File: src/rtl/sprite_hit_pipe.sv
// sprite_hit_pipe: per-pixel sprite hit test with vsync-latched shadow registers.
// Latches object state once per frame, then runs a 2-stage hit test and priority
// encode (lowest slot index wins).
// Optional macro SPRITE_HIT_COLLIDE_EN adds sticky collide/shot overlap flags.

// Per-slot bounding-box test (combinational).
module sprite_hit_lane #(
  parameter int COORD_W  = 10,
  parameter int OBJ_SIZE = 32
) (
  input  logic               i_en,
  input  logic [COORD_W-1:0] i_x,
  input  logic [COORD_W-1:0] i_y,
  input  logic [COORD_W-1:0] i_sx,
  input  logic [COORD_W-1:0] i_sy,
  output logic               o_in,
  output logic [5:0]         o_dx,
  output logic [5:0]         o_dy
);
  localparam logic [COORD_W:0] LP_SIZE = (COORD_W+1)'(OBJ_SIZE);

  logic [COORD_W:0] w_dx, w_dy;

  // Extra MSB makes pixels left of / above the sprite show up as negative,
  // so a sprite near the right edge never wraps around to x=0.
  assign w_dx = {1'b0, i_x} - {1'b0, i_sx};
  assign w_dy = {1'b0, i_y} - {1'b0, i_sy};
  assign o_in = i_en & ~w_dx[COORD_W] & (w_dx < LP_SIZE)
                     & ~w_dy[COORD_W] & (w_dy < LP_SIZE);
  assign o_dx = w_dx[5:0];
  assign o_dy = w_dy[5:0];
endmodule

module sprite_hit_pipe #(
  parameter int N_OBJ    = 10,
  parameter int OBJ_SIZE = 32,
  parameter int COORD_W  = 10
) (
  input  logic                     clk_clk,
  input  logic                     reset_reset_n,
  input  logic                     vsync,
  input  logic                     pix_valid,
  input  logic [COORD_W-1:0]       draw_x,
  input  logic [COORD_W-1:0]       draw_y,
  input  logic [N_OBJ-1:0]         obj_en,
  input  logic [N_OBJ*COORD_W-1:0] obj_x,
  input  logic [N_OBJ*COORD_W-1:0] obj_y,
  output logic                     hit_valid,
  output logic                     hit,
  output logic [3:0]               hit_id,
  output logic [5:0]               off_x,
  output logic [5:0]               off_y,
  output logic                     frame_latched
`ifdef SPRITE_HIT_COLLIDE_EN
  ,
  output logic [2:0]               collide,
  output logic [8:0]               shot
`endif
);
  typedef enum logic {RUN, PEND} state_t;

  state_t                          r_state, w_state_nxt;
  logic                            r_vs_prev, w_vs_fall, w_latch;
  logic [N_OBJ-1:0]                r_sen;
  logic [N_OBJ-1:0][COORD_W-1:0]   r_sx, r_sy, w_ox, w_oy;
  logic [N_OBJ-1:0]                w_in, r_s1_in;
  logic [N_OBJ-1:0][5:0]           w_dx, w_dy, r_s1_dx, r_s1_dy;
  logic                            r_s1_vld;
  logic                            w_hit;
  logic [3:0]                      w_id;
  logic [5:0]                      w_wdx, w_wdy;

  // Packed array layout matches the flat PIO bus slot ordering.
  assign w_ox      = obj_x;
  assign w_oy      = obj_y;
  assign w_vs_fall = r_vs_prev & ~vsync;

  // Frame latch FSM: state register and vsync history.
  always_ff @(posedge clk_clk or negedge reset_reset_n) begin
    if (!reset_reset_n) begin
      r_state   <= RUN;
      r_vs_prev <= 1'b1;
    end else begin
      r_state   <= w_state_nxt;
      r_vs_prev <= vsync;
    end
  end

  // Next state: arm on vsync fall, latch on first blank pixel; extra edges in PEND are absorbed.
  always_comb begin
    w_state_nxt = r_state;
    w_latch     = 1'b0;
    case (r_state)
      RUN:  if (w_vs_fall) w_state_nxt = PEND;
      PEND: if (!pix_valid) begin
        w_latch     = 1'b1;
        w_state_nxt = RUN;
      end
      default: w_state_nxt = RUN;
    endcase
  end

  // Shadow object set, updated only outside the visible region.
  always_ff @(posedge clk_clk or negedge reset_reset_n) begin
    if (!reset_reset_n) begin
      r_sen         <= '0;
      r_sx          <= '0;
      r_sy          <= '0;
      frame_latched <= 1'b0;
    end else begin
      frame_latched <= w_latch;
      if (w_latch) begin
        r_sen <= obj_en;
        r_sx  <= w_ox;
        r_sy  <= w_oy;
      end
    end
  end

  for (genvar g = 0; g < N_OBJ; g++) begin : g_lane
    sprite_hit_lane #(.COORD_W(COORD_W), .OBJ_SIZE(OBJ_SIZE)) u_lane (
      .i_en (r_sen[g]),
      .i_x  (draw_x),
      .i_y  (draw_y),
      .i_sx (r_sx[g]),
      .i_sy (r_sy[g]),
      .o_in (w_in[g]),
      .o_dx (w_dx[g]),
      .o_dy (w_dy[g])
    );
  end

  // Stage 1: register per-slot hit bits and offsets.
  always_ff @(posedge clk_clk or negedge reset_reset_n) begin
    if (!reset_reset_n) begin
      r_s1_in  <= '0;
      r_s1_dx  <= '0;
      r_s1_dy  <= '0;
      r_s1_vld <= 1'b0;
    end else begin
      r_s1_in  <= w_in;
      r_s1_dx  <= w_dx;
      r_s1_dy  <= w_dy;
      r_s1_vld <= pix_valid;
    end
  end

  // Priority encode: scan downward so the lowest set index is the final winner.
  always_comb begin
    w_hit = |r_s1_in;
    w_id  = '0;
    w_wdx = '0;
    w_wdy = '0;
    for (int i = N_OBJ-1; i >= 0; i--) begin
      if (r_s1_in[i]) begin
        w_id  = 4'(i);
        w_wdx = r_s1_dx[i];
        w_wdy = r_s1_dy[i];
      end
    end
  end

  // Stage 2: registered outputs, zeroed on blank pixels.
  always_ff @(posedge clk_clk or negedge reset_reset_n) begin
    if (!reset_reset_n) begin
      hit_valid <= 1'b0;
      hit       <= 1'b0;
      hit_id    <= '0;
      off_x     <= '0;
      off_y     <= '0;
    end else begin
      hit_valid <= r_s1_vld;
      hit       <= r_s1_vld & w_hit;
      hit_id    <= r_s1_vld ? w_id  : 4'd0;
      off_x     <= r_s1_vld ? w_wdx : 6'd0;
      off_y     <= r_s1_vld ? w_wdy : 6'd0;
    end
  end

`ifdef SPRITE_HIT_COLLIDE_EN
  logic [2:0] w_col_set;
  logic [8:0] w_shot_set;

  // Overlap detect on the staged pixel: samus is slot 6, bullets 3-5, monsters 7-9.
  always_comb begin
    w_col_set  = '0;
    w_shot_set = '0;
    for (int m = 0; m < 3; m++) begin
      w_col_set[m] = r_s1_vld & r_s1_in[6] & r_s1_in[7+m];
      for (int b = 0; b < 3; b++)
        w_shot_set[3*b+m] = r_s1_vld & r_s1_in[3+b] & r_s1_in[7+m];
    end
  end

  // Sticky flags cleared per frame; a coincident set wins over the clear.
  always_ff @(posedge clk_clk or negedge reset_reset_n) begin
    if (!reset_reset_n) begin
      collide <= '0;
      shot    <= '0;
    end else begin
      collide <= (w_latch ? 3'd0 : collide) | w_col_set;
      shot    <= (w_latch ? 9'd0 : shot)    | w_shot_set;
    end
  end
`endif
endmodule

File: config.mk
export PLATFORM = sky130hd
export DESIGN_NAME = sprite_hit_pipe
export DESIGN_NICKNAME = d
export VERILOG_FILES = /design/src/rtl/sprite_hit_pipe.sv
export SDC_FILE = /design/constraint.sdc
export NUM_CORES = 1
export LEC_CHECK = 0
export CORE_MARGIN = 3
export CORE_UTILIZATION = 51
export DETAILED_ROUTE_END_ITERATION = 7
export PLACE_DENSITY_LB_ADDON = 0.08
export SETUP_SLACK_MARGIN = 0.15
export SLEW_MARGIN = 20
export SYNTH_ARGS = -nofsm -noshare
export SYNTH_HDL_FRONTEND = slang
export SYNTH_SLANG_ARGS = --single-unit
File: constraint.sdc
create_clock -name clk_clk -period 2.3 [get_ports clk_clk]
set_input_delay 0.69 -clock clk_clk [delete_from_list [all_inputs] [get_ports clk_clk]]
set_output_delay 0.69 -clock clk_clk [all_outputs]
set_load 0.05 [all_outputs]
==> results of run 1 <==
-- what timing repair did --
| action | in CTS | in global routing |
|---|---|---|
| setup endpoints to repair | 54 | 20 |
| pin swaps | 115 | 61 |
| buffers inserted | 39 | 21 |
| gates resized for setup | 309 | 88 |
| cloned | 1 | 0 |
-- layout make-up --
class	count	area, sq um	share of cell area, %
Clock buffer	58	1200	3.89
Clock inverter	15	189	0.613
Inverter	258	983	3.19
Multi-Input combinational cell	1571	12300	40.0
Sequential cell	362	9060	29.4
Tap cell	525	657	2.13
Timing Repair Buffer	715	6410	20.8
-- flip-flops by register name, summed over array words and instances (netlist names) --
signal / flops
r_vs_prev: 1
off_y: 6
r_s1_dy: 60
hit: 1
r_sx: 100
off_x: 6
r_state: 1
r_s1_vld: 1
r_sen: 10
r_s1_dx: 60
r_s1_in: 10
hit_id: 4
frame_latched: 1
r_sy: 100
hit_valid: 1
-- synthesized netlist by cell type (all sizes together), types with 4 or more instances --
library cell  number  share of area [%]
dfrtp            361                 43
o21ai            298                7.1
inv              258                4.6
nand2            232                4.1
ha               200                 12
nor2             133                2.4
a21oi             97                2.3
clkbuf            57                1.0
nor3              57                1.4
nor2b             56                1.7
o21a              56                2.0
xnor2             41                1.7
mux2i             37                1.8
mux2              32                1.7
a211oi            30                1.1
o22ai             27               0.80
xor2              21               0.87
fa                20                1.9
o31a              18               0.75
a21o              16               0.58
nand2b            15               0.46
nor4              15               0.45
a221oi            13               0.54
nand3             12               0.29
o21bai            12               0.43
a31oi             11               0.33
or3               10               0.30
nand4              8               0.24
o31ai              8               0.31
a2111oi            7               0.32
nand3b             7               0.25
o221ai             7               0.29
or4                7               0.25
nor3b              6               0.21
o2111ai            6               0.25
buf                5              0.089
a21boi             4               0.14
nand4b             4               0.17
nor4bb             4               0.19
-- report_power, final --
part           internal [mW]  switching [mW]  leakage, nW
registers               8.27           0.705         4.39
logic                   6.47            6.39         8.78
clock network           4.08            2.75        0.676
-- cells by family (layout without fill, tap and decap cells) --
kind of cell	count (synthesis)	count (layout)	synth area share [%]
xor gates and xnor gates	62	62	2.62
AOI/OAI and AO/OA	642	642	18.6
and+or+nand+nor	578	578	12.7
buffers and inverters	320	1046	5.71
muxes	69	69	3.47
DFF	362	362	43.0
adders and majority gates	220	220	13.8
-- through the flow --
| step | worst slack (ps) | std cells | setup TNS (ps) | hold WS (ps) | total power [mW] |
|---|---|---|---|---|---|
| 3_3_place_gp | -1460 | 3370 | -38830 | 488 | 19.5 |
| 5_1_grt | -446 | 3504 | -3040 | 13.9 | 30.3 |
| 3_5_place_dp | -1550 | 3370 | -41430 | 484 | 19.9 |
| 4_1_cts | -431 | 3483 | -2040 | 10.2 | 27.9 |
| 6_report | -328 | 3504 | -2060 | 19.7 | 28.7 |
| 2_1_floorplan | -606 | 2253 | -3550 | 394 | 15.0 |
-- worst register-to-register path: stages (launching register included) --
cell and delay (ps):
dfrtp_1 400, ha_4 160, inv_2 30, fa_2 360, a21oi_4 150, o21ai_2 80, a211oi_2 200, mux2i_1 240
o2111ai_2 140, or4_4 450, a2111oi_4 320
-- routing by layer --
metal | global-route usage, % | vias up | wire length (um)
li1 | - | 9252 | -
met1 | 39.2 | 9428 | 28300
met2 | 50.9 | 628 | 32500
met3 | 4.83 | 159 | 3760
met4 | 11.0 | 0 | 2630
met5 | 0 | - | 0
-- worst paths after layout --
kind                       slack, ps  cells past startpoint          start          to
min                               20                      1  reset_reset_n    r_sy[17]
max in group asynchronous       1540                      2  reset_reset_n    r_sx[94]
max                             -330                     14      draw_x[0]  r_s1_in[6]
max reg2reg                     -330                     10        r_sx[0]  r_s1_in[0]
min reg2reg                      510                      1       r_sen[2]    r_sen[2]
min in group clk_clk             510                      1       r_sen[2]    r_sen[2]
==> metrics, run 1 <==
cell breakdown of the critical path buf_6 -> clkinvlp_4 -> buf_4 -> ha_2 -> inv_2 -> fa_2 -> a21oi_4 -> a2bb2oi_4 -> nor3b_2 -> a211oi_2 -> buf_4 -> o211ai_1 -> or4_4 -> a2111oi_4; CP dominant cell by count buf_4; full die area ~44,000 sq um; Design Area, Final 30,800 sq um; CTS clk-pin slew, worst paths approximately 60 ps; first-pass GRT wire length roughly 100,000 um; Pins Over Slew Limit 0; slowest stage delay, CP about 500 ps; CTS tree built; antenna violations before repair 0; Finished Core Util 76.5%; # DRC 0; chip width between 200 and 250 um; CP required about 2800 ps; overall die height between 200 and 250 um; fillers ~2,700; final-report setup violation count 10; clk_skew 15.6 ps; layout cell share with drive strength beyond 1 roughly 27%; Clock Tree Root clkbuf_16; 1st-iter DRT viols 1,441; Yosys cell types a little over 70; Worst setup EP type register; Vias around 20,000; detailed placer's ending HPWL between 40,000 and 50,000 um; maxcap violations 0; vias in the first global route around 20,000; Worst setup SP type input port; synth warn 0; synthesized flop and latch total roughly 360; total routed wirelength just under 70,000 um; fin nets approximately 3,400; critical-path maximum fanout 2; worst slew pin tran ~860 ps; cts bufs inserted 41; most common cell after layout, fill and taps aside buf_4; ys async rst share 100%; most frequent cells in the layout buf_4 (405), dfrtp_1 (361), o21ai_0 (266); grt total ovfl 0; failing checks setup timing; Hold Path Class in2async; core area 40,300 sq um; Total Routing Usage GR about 30%; ANT cells 0; Leak approximately 14 nW; synthesis-to-finish area growth 46.5%; outcome finished, violations left; Synth Cell Area around 21,000 sq um; fin crit share 114%; Hold-fix buffers, CTS 0; largest net degree at the start of global routing a little under 80; Avg Cell Area, Syn between 9 and 10 sq um; WP buf/inv 5; GP Congestion between 0.9 and 1; fmax around 380 MHz; sequential-to-total area share from yosys stat a little over two fifths; initial core utilization 52.3%; RSZ-0062 raised after global routing yes; routed len/inst 19.2 um; Final Critical Period ~2600 ps; CP arrival approximately 3100 ps; worst vdd ir about 0.61 mV; Routed Antenna Nets 0; final hold violations 0; cell count after synthesis 2,253; clock tree buffer depth 3; Slowest-stage cell, CP or4_4; delay-heaviest family, CP compound AO/OA/AOI/OAI gates; final worst slack -328 ps; CTS Sinks 362; Port Buf Inserts 252; vias per cell about 5.6; cell row count 73; DP Area ~27,000 sq um; Post-synth top flop dfrtp_1; power density over cell area ~930 nW/um^2; I/O pins ~250; Worst-Skew Late Latency between 500 and 600 ps; relative slew slack between 40% and 50%; DRT Pass-1 Iters 5; syn nets 2,707; Crit Path Class in2reg; EDFF count, synth 0; # H-tree levels 2
No activity file was read; power rests on OpenSTA's default activity.
==> inputs of run 2 (changes only) <==
--- a/config.mk
+++ b/config.mk
@@ -7,6 +7,7 @@
 export LEC_CHECK = 0
 export CORE_MARGIN = 3
 export CORE_UTILIZATION = 51
+export CTS_CLUSTER_SIZE = 12
 export DETAILED_ROUTE_END_ITERATION = 7
 export PLACE_DENSITY_LB_ADDON = 0.08
 export SETUP_SLACK_MARGIN = 0.15
==> metrics, run 2 (synthesis gave the netlist of run 1 again) <==
outcome finished, violations left; failing checks setup timing; I/O pins 253 (unchanged); relative slew slack 41.6% (-0.76 points); Worst-Skew Late Latency 560 ps (about the same); fin nets 3,405 (+0.059%); vias in the first global route 19,962 (+0.31%); total routed wirelength 67,300 um (about the same); Routed Antenna Nets 0 (unchanged); Crit Path Class in2reg; 1st-iter DRT viols 1,230 (-15%); DRT Pass-1 Iters 5 (unchanged); overall die height 209 um (unchanged); Cell Count, Final, Fillers Out 3,504 (unchanged); fin crit share 120% (+5.5 points); Hold-fix buffers, CTS 0 (unchanged); critical-path maximum fanout 2 (unchanged); worst vdd ir 0.651 mV (+7.6%); Design Area, Final 30,700 sq um (-0.57%); final worst slack -454 ps (-126 ps); Final Power 28.4 mW (-1.0%); initial core utilization 52.3% (unchanged); detailed placer's ending HPWL 49,700 um (unchanged); CTS clk-pin slew, worst paths 60 ps (about the same); RSZ-0062 raised after global routing yes; Worst setup SP type input port; Top Metal Used met4; DP Area 27,200 sq um (unchanged); most frequent cells in the layout buf_4 (409), dfrtp_1 (361), o21ai_0 (268); GP Congestion 0.913 (unchanged); largest net degree at the start of global routing 78 (unchanged); chip width 209 um (unchanged); Pins Over Slew Limit 0 (unchanged); Port Buf Inserts 252 (unchanged); metal3 WL 4090 um (+8.9%); routed length on met1 28,000 um (-1.0%); CTS tree built; dpl cells 3,370 (unchanged); core area 40,300 sq um (unchanged); met2 wire length 32,500 um (-0.14%); fmax 363 MHz (-4.6%); full die area 43,700 sq um (unchanged); clock tree buffer depth 3 (unchanged); Leak 13.8 nW (-0.37%); routed len/inst 19.2 um (about the same); ANT cells 0 (unchanged); first-pass GRT wire length 105,000 um (-0.32%); final hold violations 0 (unchanged); worst slew pin tran 876 ps (+11.4 ps); Top Registers r_sx: 100 flops, r_sy: 100 flops; CTS Sinks 362 (unchanged); CP arrival 3200 ps (+110 ps); # DRC 0 (unchanged); TNS Setup -2260 ps (-202 ps); Vias 19,456 (-0.057%); cts bufs inserted 41 (unchanged); most common cell after layout, fill and taps aside buf_4; Clock Tree Root clkbuf_16; antenna violations before repair 0 (unchanged); grt total ovfl 0 (unchanged); vias per cell 5.55 (about the same); final-report setup violation count 10 (unchanged); synthesis-to-finish area growth 45.6%; maxcap violations 0 (unchanged); Hold Path Class in2async; Total Routing Usage GR 29.9% (-0.15 points); # H-tree levels 2 (unchanged); layout cell share with drive strength beyond 1 26.6% (-0.74 points); CP required 2750 ps (about the same); Final Critical Period 2750 ps (+126 ps); cell row count 73 (unchanged); power density over cell area 926 nW/um^2 (-0.43%); clk_skew 16.1 ps (+0.488 ps); Worst setup EP type register
## run 2: repair_timing
action                     4_1_cts  5_1_grt
pin swaps                      107       75
resized for setup              271       89
setup endpoints to repair       55       21
cloned                           1        0
buffers inserted                40       22
## run 2: final cells by class
type,count,area [sq um]
Multi-Input combinational cell,1571,12200
Fill cell,2737,9630
Sequential cell,362,9060
Timing Repair Buffer,717,6400
Clock buffer,59,1170
Inverter,258,981
Tap cell,525,657
Clock inverter,12,165
## run 2: path summary, 6_finish.rpt
check                               from     endpoint  slack, ps  cells after the start
max                            draw_x[0]   r_s1_in[6]       -450                     14
min                        reset_reset_n     r_sy[29]         10                      1
max reg2reg                     r_sx[60]   r_s1_in[6]       -450                     11
min reg2reg                     r_sen[5]     r_sen[5]        510                      1
max in group asynchronous  reset_reset_n  r_s1_dx[25]       1550                      2
min in group clk_clk            r_sen[5]     r_sen[5]        510                      1
## run 2: metal layers
layer / vias up / global-route usage (%)
met4: 0 / 11.7
li1: 9255 / -
met2: 668 / 50.5
met5: - / 0
met1: 9375 / 39.0
met3: 158 / 4.49
## run 2: metrics by stage
stage	setup WS, ps	hold slack, ps	utilization (%)
after floorplan	-606	394	-
after global placement	-1460	488	67.6
after detailed placement	-1550	484	67.6
after CTS	-433	10.2	74.5
after global routing	-557	22.0	76.1
final	-454	12.2	76.1
## run 2: worst max-delay path: stages
cell	delay, ps
buf_6	100
clkinvlp_4	70
buf_4	130
ha_4	130
inv_2	40
fa_2	410
a21oi_4	180
a2bb2oi_4	180
nor3b_2	70
a211oi_2	140
buf_4	140
o211ai_1	80
or4_4	530
a2111oi_4	310
## run 2: where the power goes
group          leakage [nW]  total [mW]  switching (mW)  internal, mW
Sequential             4.39        8.99           0.715          8.27
Combinational          8.75        12.7            6.34          6.39
Clock                 0.655        6.66            2.68          3.98
==> inputs of run 3 (changes only) <==
--- a/config.mk
+++ b/config.mk
@@ -9,6 +9,7 @@
 export CORE_UTILIZATION = 51
 export CTS_CLUSTER_SIZE = 12
 export DETAILED_ROUTE_END_ITERATION = 7
+export GPL_ROUTABILITY_DRIVEN = 0
 export PLACE_DENSITY_LB_ADDON = 0.08
 export SETUP_SLACK_MARGIN = 0.15
 export SLEW_MARGIN = 20
==> metrics, run 3 (synthesis gave the netlist of run 1 again) <==
layout cell share with drive strength beyond 1 27.6% (+1.1 points); final-report setup violation count 10 (unchanged); slowest stage delay, CP 450 ps (-80 ps); relative slew slack 31.7% (-10 points); maxcap violations 0 (unchanged); fin crit share 115% (-4.4 points); cell breakdown of the critical path ha_4 -> inv_2 -> fa_2 -> a21oi_4 -> o21ai_4 -> a211oi_2 -> mux2i_1 -> o2111ai_1 -> or4_1 -> a2111oi_2; Hold Path Class in2async; DRT Pass-1 Iters 5 (unchanged); most common cell after layout, fill and taps aside buf_4; dpl cells 3,369 (-0.030%); fin nets 3,427 (+0.65%); fmax 377 MHz (+3.8%); power density over cell area 931 nW/um^2 (+0.54%); most frequent cells in the layout buf_4 (414), dfrtp_1 (361), o21ai_0 (264); CTS clk-pin slew, worst paths 60 ps (about the same); CP arrival 3110 ps (-90 ps); final hold slack 36.5 ps (+24.3 ps); vias in the first global route 20,163 (+1.0%); outcome finished, violations left; Total Routing Usage GR 30.0% (+0.079 points); initial core utilization 52.3% (unchanged); first-pass GRT wire length 105,000 um (+0.34%); Slowest-stage cell, CP or4_1; worst vdd ir 0.548 mV (-16%); cts bufs inserted 41 (unchanged); overall die height 209 um (unchanged); Port Buf Inserts 252 (unchanged); ANT cells 0 (unchanged); CTS tree built; largest net degree at the start of global routing 72 (-7.7%); Design Area, Final 31,000 sq um (+1.3%); # DRC 0 (unchanged); 1st-iter DRT viols 1,397 (+14%); grt total ovfl 0 (unchanged); Cell Count, Final, Fillers Out 3,522 (+0.51%); detailed placer's ending HPWL 49,300 um (-0.93%); synthesis-to-finish area growth 47.5%; failing checks setup timing; cell row count 73 (unchanged); I/O pins 253 (unchanged); CTS Sinks 362 (unchanged); RSZ-0062 raised after global routing yes; Top Registers r_sx: 100 flops, r_sy: 100 flops; Worst-Skew Late Latency 560 ps (about the same); dpl ws -1530 ps (+15.4 ps); DP Area 27,200 sq um (about the same); Worst setup SP type register; CP required 2750 ps (about the same); Final Critical Period 2650 ps (-101 ps); vias per cell 5.54 (-0.15%); fillers 2,628 (-4.0%); full die area 43,700 sq um (unchanged); Worst setup EP type register; Pins Over Slew Limit 0 (unchanged); final hold violations 0 (unchanged); Routed Antenna Nets 0 (unchanged); Clock Tree Root clkbuf_16; antenna violations before repair 0 (unchanged); # H-tree levels 2 (unchanged); routed len/inst 19.2 um (+0.25%); Vias 19,526 (+0.36%); core area 40,300 sq um (unchanged); clk_skew 15.7 ps (-0.405 ps); Crit Path Class reg2reg; Hold-fix buffers, CTS 0 (unchanged); total routed wirelength 67,800 um (+0.76%); Finished Core Util 77.1% (+0.96 points); Final Power 28.9 mW (+1.8%); clock tree buffer depth 3 (unchanged); final worst slack -353 ps (+101 ps); critical-path maximum fanout 2 (unchanged); TNS Setup -1790 ps (+474 ps); worst slew pin tran 1030 ps (+150 ps); Leak 14.0 nW (+1.4%); R2R depth 10 (-1); chip width 209 um (unchanged)
==> run 3: cell types whose count changed in the layout (fill, tap and decap cells not counted), moves of 5 or more <==
cell / change
a211oi_2: +5
buf_6: +13
a211oi_1: -5
ha_2: +7
a21oi_2: +5
ha_1: -9
buf_4: +5
==> run 3: final cells by class <==
class                      instances  area [sq um]  area share, %
tap                              525           657           2.12
inverter                         258           983           3.17
sequential                       362          9060           29.2
multi-input combinational       1571         12300           39.7
clock inverter                    11           183          0.589
clock buffer                      56          1140           3.68
timing repair buffer             739          6680           21.5
==> run 3: repair_timing <==
action                     CTS  global route
gates cloned                 1             0
pin swaps                  120            84
resized for setup          301           127
buffers inserted            61            24
setup endpoints to repair   54            28
==> run 3: worst paths after layout <==
check / start / endpoint / slack [ps]
max reg2reg: r_sx[0] / r_s1_in[0] / -350
min reg2reg: r_s1_in[0] / hit_id[0] / 500
min in group clk_clk: r_s1_in[0] / hit_id[0] / 500
max in group asynchronous: reset_reset_n / r_sx[71] / 1520
max: r_sx[0] / r_s1_in[0] / -350
min: reset_reset_n / r_s1_dy[16] / 40
==> run 3: worst max-delay path, delay by kind of cell, from the launching register on <==
family / cells / cell delay [ps]
AO/OA/AOI/OAI: 5 / 950
adder cells (fa/ha/maj): 2 / 530
AND/OR/NAND/NOR: 1 / 450
flip-flops: 1 / 390
multiplexers: 1 / 210
buffers and inverters: 1 / 40
==> run 3: metal layers <==
metal / vias to the layer above / global-route usage, % / part of all wire, %
met2: 623 / 50.8 / 48
met3: 174 / 4.47 / 5.5
met4: 0 / 12.4 / 4.2
li1: 9274 / - / -
met1: 9455 / 38.7 / 42
met5: - / 0 / 0
==> run 3: power by group <==
group          leakage (nW)  internal, mW  switching (mW)
Combinational          8.95          6.74            6.56
Sequential             4.39          8.27           0.691
Clock                 0.649          4.01            2.62
Total                  14.0          19.0            9.87
